--- src/rtl/nmk_111_loader_if.sv ---
// Host stream and target-bus signals of the NMK-111 loader.
// master: host/bench side; slave: the loader itself.
interface nmk_111_loader_if;
  logic        IN_VALID;
  logic        IN_READY;
  logic [15:0] IN_DATA;
  logic        IN_STAGE2;
  logic        MODE;
  logic        nCS;
  logic        DIR;
  logic [15:0] ABUS_OUT;
  logic        ABUS_OE;
  logic        LCLK1;
  logic        LCLK2;
  logic [15:0] SHADOW_OBUS;
  logic        BUSY;

  modport master (
    output IN_VALID, IN_DATA, IN_STAGE2, MODE,
    input  IN_READY, nCS, DIR, ABUS_OUT, ABUS_OE, LCLK1, LCLK2, SHADOW_OBUS, BUSY
  );

  modport slave (
    input  IN_VALID, IN_DATA, IN_STAGE2, MODE,
    output IN_READY, nCS, DIR, ABUS_OUT, ABUS_OE, LCLK1, LCLK2, SHADOW_OBUS, BUSY
  );
endinterface

--- src/rtl/nmk_111_loader.sv ---
// NMK-111 latch-pair loader: buffers host words in a small FIFO and drives
// them onto the target A-bus with the nCS / LCLK1 / optional LCLK2 sequence,
// keeping a shadow copy of the latch registers.
module nmk_111_loader #(
  parameter int unsigned DEPTH = 4,
  parameter int unsigned SETUP = 1,
  parameter int unsigned HOLD  = 1
) (
  input  logic               CLK1,
  input  logic               RST,
  nmk_111_loader_if.slave    bus
);

  localparam int unsigned AW   = $clog2(DEPTH);
  localparam int unsigned CNTW = AW + 1;
  localparam int unsigned CMAX = (SETUP > HOLD) ? SETUP : HOLD;
  localparam int unsigned CW   = (CMAX > 1) ? $clog2(CMAX) : 1;
  localparam logic [CNTW-1:0] FULL       = CNTW'(DEPTH);
  localparam logic [CW-1:0]   SETUP_LAST = CW'(SETUP - 1);
  localparam logic [CW-1:0]   HOLD_LAST  = CW'(HOLD - 1);

  typedef enum logic [2:0] {
    S_IDLE, S_SETUP, S_STROBE1, S_HOLD, S_STROBE2
  } state_t;

  state_t          state_q, state_d;
  logic [CW-1:0]   cnt_q, cnt_d;

  logic [16:0]     mem_q [DEPTH];
  logic [AW-1:0]   wr_ptr_q, rd_ptr_q;
  logic [CNTW-1:0] count_q, count_d;
  logic            in_ready_q;
  logic            push, pop;
  logic [16:0]     head;

  logic            ncs_q, ncs_d;
  logic            oe_q, oe_d;
  logic            lclk1_q, lclk1_d;
  logic            lclk2_q, lclk2_d;
  logic            busy_q, busy_d;
  logic            flag_q, flag_d;
  logic [15:0]     abus_q, abus_d;
  logic [15:0]     s1_q, s1_d;
  logic [11:0]     s2_q, s2_d;

  assign push = bus.IN_VALID && in_ready_q;
  assign head = mem_q[rd_ptr_q];

  // FIFO occupancy after this cycle's push/pop
  always_comb begin
    count_d = count_q;
    case ({push, pop})
      2'b10:   count_d = count_q + 1'b1;
      2'b01:   count_d = count_q - 1'b1;
      default: count_d = count_q;
    endcase
  end

  // FIFO pointers, count and registered ready
  always_ff @(posedge CLK1 or posedge RST) begin
    if (RST) begin
      wr_ptr_q   <= '0;
      rd_ptr_q   <= '0;
      count_q    <= '0;
      in_ready_q <= 1'b1;
    end else begin
      if (push) wr_ptr_q <= wr_ptr_q + 1'b1;
      if (pop)  rd_ptr_q <= rd_ptr_q + 1'b1;
      count_q    <= count_d;
      in_ready_q <= (count_d != FULL);
    end
  end

  // FIFO storage: {stage2 flag, data}
  always_ff @(posedge CLK1) begin
    if (push) mem_q[wr_ptr_q] <= {bus.IN_STAGE2, bus.IN_DATA};
  end

  // State register and phase counter
  always_ff @(posedge CLK1 or posedge RST) begin
    if (RST) begin
      state_q <= S_IDLE;
      cnt_q   <= '0;
    end else begin
      state_q <= state_d;
      cnt_q   <= cnt_d;
    end
  end

  // Next-state logic; the end of a word (after HOLD or STROBE2) pops the next
  // queued word straight into SETUP so nCS stays low between words
  always_comb begin
    state_d = state_q;
    cnt_d   = cnt_q;
    pop     = 1'b0;
    unique case (state_q)
      S_IDLE: begin
        if (count_q != '0) begin
          pop     = 1'b1;
          state_d = S_SETUP;
          cnt_d   = '0;
        end
      end
      S_SETUP: begin
        if (cnt_q == SETUP_LAST) state_d = S_STROBE1;
        else                     cnt_d   = cnt_q + 1'b1;
      end
      S_STROBE1: begin
        state_d = S_HOLD;
        cnt_d   = '0;
      end
      S_HOLD: begin
        if (cnt_q != HOLD_LAST) begin
          cnt_d = cnt_q + 1'b1;
        end else if (flag_q) begin
          state_d = S_STROBE2;
        end else if (count_q != '0) begin
          pop     = 1'b1;
          state_d = S_SETUP;
          cnt_d   = '0;
        end else begin
          state_d = S_IDLE;
        end
      end
      S_STROBE2: begin
        if (count_q != '0) begin
          pop     = 1'b1;
          state_d = S_SETUP;
          cnt_d   = '0;
        end else begin
          state_d = S_IDLE;
        end
      end
      default: state_d = S_IDLE;
    endcase
  end

  // Output next values, decoded from the upcoming state so outputs stay registered
  always_comb begin
    ncs_d   = (state_d == S_IDLE);
    oe_d    = (state_d != S_IDLE);
    lclk1_d = (state_d == S_STROBE1);
    lclk2_d = (state_d == S_STROBE2);
    abus_d  = pop ? head[15:0] : abus_q;
    flag_d  = pop ? head[16]   : flag_q;
    s1_d    = (state_d == S_STROBE1) ? abus_q      : s1_q;
    s2_d    = (state_d == S_STROBE2) ? s1_q[11:0]  : s2_q;
    busy_d  = (state_d != S_IDLE) || (count_d != '0);
  end

  // Output and shadow registers
  always_ff @(posedge CLK1 or posedge RST) begin
    if (RST) begin
      ncs_q   <= 1'b1;
      oe_q    <= 1'b0;
      lclk1_q <= 1'b0;
      lclk2_q <= 1'b0;
      busy_q  <= 1'b0;
      flag_q  <= 1'b0;
      abus_q  <= '0;
      s1_q    <= '0;
      s2_q    <= '0;
    end else begin
      ncs_q   <= ncs_d;
      oe_q    <= oe_d;
      lclk1_q <= lclk1_d;
      lclk2_q <= lclk2_d;
      busy_q  <= busy_d;
      flag_q  <= flag_d;
      abus_q  <= abus_d;
      s1_q    <= s1_d;
      s2_q    <= s2_d;
    end
  end

  assign bus.IN_READY    = in_ready_q;
  assign bus.nCS         = ncs_q;
  assign bus.DIR         = 1'b0;
  assign bus.ABUS_OUT    = abus_q;
  assign bus.ABUS_OE     = oe_q;
  assign bus.LCLK1       = lclk1_q;
  assign bus.LCLK2       = lclk2_q;
  assign bus.BUSY        = busy_q;
  assign bus.SHADOW_OBUS = bus.MODE ? s1_q : {s1_q[15:12], s2_q};

endmodule

--- src/flat_wrapper.sv ---
// flat-port wrapper written by rule: the top's interface ports become plain ports
module nmk_111_loader_flat 
#(
  parameter int unsigned DEPTH = 4,
  parameter int unsigned SETUP = 1,
  parameter int unsigned HOLD  = 1
)
  (CLK1, RST, bus_IN_VALID, bus_IN_DATA, bus_IN_STAGE2, bus_MODE, bus_IN_READY, bus_nCS, bus_DIR, bus_ABUS_OUT, bus_ABUS_OE, bus_LCLK1, bus_LCLK2, bus_SHADOW_OBUS, bus_BUSY);
  nmk_111_loader_if bus_i ();
  input  logic CLK1;
  input  logic RST;
  input wire logic [$bits(bus_i.IN_VALID)-1:0] bus_IN_VALID;
  input wire logic [$bits(bus_i.IN_DATA)-1:0] bus_IN_DATA;
  input wire logic [$bits(bus_i.IN_STAGE2)-1:0] bus_IN_STAGE2;
  input wire logic [$bits(bus_i.MODE)-1:0] bus_MODE;
  output wire logic [$bits(bus_i.IN_READY)-1:0] bus_IN_READY;
  output wire logic [$bits(bus_i.nCS)-1:0] bus_nCS;
  output wire logic [$bits(bus_i.DIR)-1:0] bus_DIR;
  output wire logic [$bits(bus_i.ABUS_OUT)-1:0] bus_ABUS_OUT;
  output wire logic [$bits(bus_i.ABUS_OE)-1:0] bus_ABUS_OE;
  output wire logic [$bits(bus_i.LCLK1)-1:0] bus_LCLK1;
  output wire logic [$bits(bus_i.LCLK2)-1:0] bus_LCLK2;
  output wire logic [$bits(bus_i.SHADOW_OBUS)-1:0] bus_SHADOW_OBUS;
  output wire logic [$bits(bus_i.BUSY)-1:0] bus_BUSY;
  assign bus_i.IN_VALID = bus_IN_VALID;
  assign bus_i.IN_DATA = bus_IN_DATA;
  assign bus_i.IN_STAGE2 = bus_IN_STAGE2;
  assign bus_i.MODE = bus_MODE;
  assign bus_IN_READY = bus_i.IN_READY;
  assign bus_nCS = bus_i.nCS;
  assign bus_DIR = bus_i.DIR;
  assign bus_ABUS_OUT = bus_i.ABUS_OUT;
  assign bus_ABUS_OE = bus_i.ABUS_OE;
  assign bus_LCLK1 = bus_i.LCLK1;
  assign bus_LCLK2 = bus_i.LCLK2;
  assign bus_SHADOW_OBUS = bus_i.SHADOW_OBUS;
  assign bus_BUSY = bus_i.BUSY;
  nmk_111_loader #(.DEPTH(DEPTH), .SETUP(SETUP), .HOLD(HOLD)) u_core (.CLK1(CLK1), .RST(RST), .bus(bus_i));
endmodule
--- config.mk ---
export PLATFORM = sky130hd
export DESIGN_NAME = nmk_111_loader_flat
export DESIGN_NICKNAME = d
export VERILOG_FILES = /design/src/rtl/nmk_111_loader_if.sv /design/src/rtl/nmk_111_loader.sv /design/src/flat_wrapper.sv
export SDC_FILE = /design/constraint.sdc
export NUM_CORES = 1
export LEC_CHECK = 0
export CORE_UTILIZATION = 45
export CTS_BUF_LIST = sky130_fd_sc_hd__clkbuf_16
export DETAILED_ROUTE_END_ITERATION = 8
export GPL_ROUTABILITY_DRIVEN = 0
export PLACE_DENSITY = 0.66
export SLEW_MARGIN = 20
export SYNTH_ARGS = -nofsm -noshare
export SYNTH_HDL_FRONTEND = slang
export SYNTH_SLANG_ARGS = --single-unit
--- constraint.sdc ---
create_clock -name CLK1 -period 2.8 [get_ports CLK1]
set_clock_uncertainty 0.05 [all_clocks]
set_input_delay 0.56 -clock CLK1 [delete_from_list [all_inputs] [get_ports CLK1]]
set_output_delay 0.56 -clock CLK1 [all_outputs]
set_load 0.03 [all_outputs]
==> impl_metrics.json <==
{
  "yosys-top-cells-count": "edfxtp_1, dfrtp_1, mux2_2, inv_1, mux4_1",
  "diodes": 0,
  "critPathKind": "in2out",
  "drt_iter0_markers": 142,
  "wl_per_cell_um": 16.6,
  "die_x_um": 108,
  "p_leak_nw": 2.49,
  "cts_tree": "built",
  "htreeDepth": 4,
  "finalCritPeriodShare": 0.981,
  "vias_per_cell": 5.08,
  "core_mm2": 0.0109,
  "finalHoldViolCount": 0,
  "drive_gt1_frac": 0.303,
  "setup_viol": 0,
  "wl_um": 8220,
  "ant_nets": 0,
  "cp-start-kind": "primary input",
  "final_nets": 370,
  "dp_cells": 464,
  "die_area_mm2": 0.0117,
  "clkSinkCount": 129,
  "grt_pass1_vias": 2530,
  "synthFlopType": "edfxtp_1",
  "synth_warnings": 0,
  "synth_seq_cells": 129,
  "critPathRequiredTime_ns": 2.19,
  "num_rows": 38,
  "finalCriticalPeriod_ns": 2.75,
  "clk_pin_slew_ns": 0.05,
  "syn_area_mm2": 0.00509,
  "holdCritPathClass": "in2async",
  "setup_tns_ns": 0,
  "synth_enable_flop_cells": 68,
  "place_area_mm2": 0.00584,
  "syn_avg_cell_area_um2": 18.9,
  "firstDrtPassIters": 5,
  "syn2layout_area_growth_pct": 26.1,
  "tightest_slew_ns": 0.814,
  "initial_core_util": 0.466,
  "io_pins": 60,
  "grt_max_degree": 43,
  "powerDensity_mw_per_mm2": 1270,
  "syn-instance-count": 269,
  "route.detailed.drc": 0,
  "clockBufferDepth": 2,
  "grt-ovfl-total": 0,
  "final_cells": 496,
  "maxSlewHeadroom": 0.458,
  "ys_seq_area_frac": 0.701,
  "numCtsBuffers": 17,
  "utilization": 0.587,
  "cts_root_buf": "clkbuf_16",
  "clk_latency_ns": 0.41,
  "vias": 2520,
  "status": "finished clean",
  "synth_top_area_share": 0.401,
  "arrival_ns": 2.14,
  "fin_area_mm2": 0.00642,
  "cp_max_fo": 8,
  "endpoint_kind": "primary output",
  "yosysMostFrequentCell": "edfxtp_1",
  "cts_setup_buffers": 0,
  "die_y_um": 108,
  "dpl.hpwl_um": 5310,
  "synthesis.nets": 296,
  "synth.area.top_cells": "edfxtp_1, dfrtp_1, mux2_2",
  "cap_violations": 0,
  "grt_setup_unrepaired": "false",
  "fmax_ghz": 0.364,
  "synth_largest_area_cell": "edfxtp_1",
  "drv_slew": 0,
  "grt_pass1_wl_um": 13400,
  "grt_usage": 0.159,
  "io_buffers": 58,
  "synth_cell_types": 34,
  "antenna_found_initial": 0,
  "max-vdd-ir-drop_uv": 573,
  "synth-async-reset-ratio": 0.473
}
[flip-flops by register name (all words and copies together), names as in the netlist]
signal and cells:
u_core.bus.ABUS_OE 1, u_core.bus.ABUS_OUT 16, u_core.bus.LCLK1 1, u_core.state_q 3
u_core.bus.nCS 1, u_core.mem_q 68, u_core.bus.LCLK2 1, u_core.count_q 3
u_core.bus.IN_READY 1, u_core.wr_ptr_q 2, u_core.rd_ptr_q 2, u_core.s2_q 12
u_core.flag_q 1, u_core.s1_q 16, u_core.bus.BUSY 1
[cell type report]
cell class                 instances  area (um^2)
fill                             830         4510
sequential                       129         3570
multi-input combinational        116         1380
timing repair buffer              70          686
clock buffer                      17          425
tap                              140          175
clock inverter                    15          153
inverter                           9         33.8
[final timing paths]
path / depth (start not counted) / end / slack [ns] / startpoint
hold / removal: 2 / u_core.bus.BUSY$_DFF_PP0_ / 0.42 / RST
max in group asynchronous: 3 / u_core.bus.nCS$_DFF_PP1_ / 1.67 / RST
setup / recovery: 4 / bus_SHADOW_OBUS[10] / 0.05 / bus_MODE
setup reg to reg: 10 / u_core.bus.BUSY$_DFF_PP0_ / 0.47 / u_core.state_q[0]$_DFF_PP0_
min in group CLK1: 1 / u_core.s1_q[15]$_DFFE_PP0P_ / 0.45 / u_core.s1_q[15]$_DFFE_PP0P_
hold reg to reg: 1 / u_core.s1_q[15]$_DFFE_PP0P_ / 0.45 / u_core.s1_q[15]$_DFFE_PP0P_
[critical path, cell delays in order]
cell and delay, ns:
clkdlybuf4s50_1 0.48, buf_4 0.17, mux2_2 0.34, clkdlybuf4s50_1 0.59
[per-layer routing]
layer | GRT usage | up-vias | part of all wire
met4 | 0.0753 | 0 | 0.013
met1 | 0.214 | 1284 | 0.47
met5 | 0 | - | 0
met3 | 0.0530 | 11 | 0.040
li1 | - | 1171 | -
met2 | 0.234 | 54 | 0.48
[kinds of logic after synthesis]
family / count (synthesis) / synth area share
fa+ha+maj: 6 / 0.0162
simple gates: 21 / 0.0246
mux: 75 / 0.210
xor+xnor: 6 / 0.0103
buf+inv: 24 / 0.0283
other cells: 1 / 0.000736
flops: 129 / 0.701
compound gates: 7 / 0.00860
[metrics by stage]
step	hold slack, ns	setup slack (ns)	power [mW]
2_1_floorplan	0.418	0.422	5.16
3_3_place_gp	0.438	0.0627	6.04
3_5_place_dp	0.443	0.0342	6.13
4_1_cts	0.423	0.0337	8.28
5_1_grt	0.469	0.000913	8.63
6_report	0.423	0.0532	8.18
[power by group]
part           total (mW)  internal (mW)  leakage (nW)  switching, mW
Sequential           3.12           2.68          1.34          0.437
Clock                2.13           1.37         0.289          0.759
Combinational        2.93           1.52         0.862           1.41
Total                8.18           5.57          2.49           2.61
[cell usage in the layout, fill, tap and decap left out, types with 2 or more instances in the layout]
cell type,instances
edfxtp_1,68
dfrtp_1,59
clkdlybuf4s50_1,57
mux2_2,55
clkbuf_16,17
inv_1,11
buf_4,11
mux4_1,9
mux4_2,8
nand2_1,5
ha_1,5
clkinv_2,5
and3_1,4
xnor2_1,3
xor2_1,3
o21ai_0,3
mux2_1,3
bufinv_16,3
clkinvlp_4,3
nand2b_1,2
nor2_1,2
dfstp_2,2
[what timing repair did]
action / 4_1_cts / 5_1_grt
setup endpoints to repair: 0 / 1
hold buffers: 0 / 0
gates resized for setup: 0 / 1
Note: power is estimated with default switching activity, not from simulation.
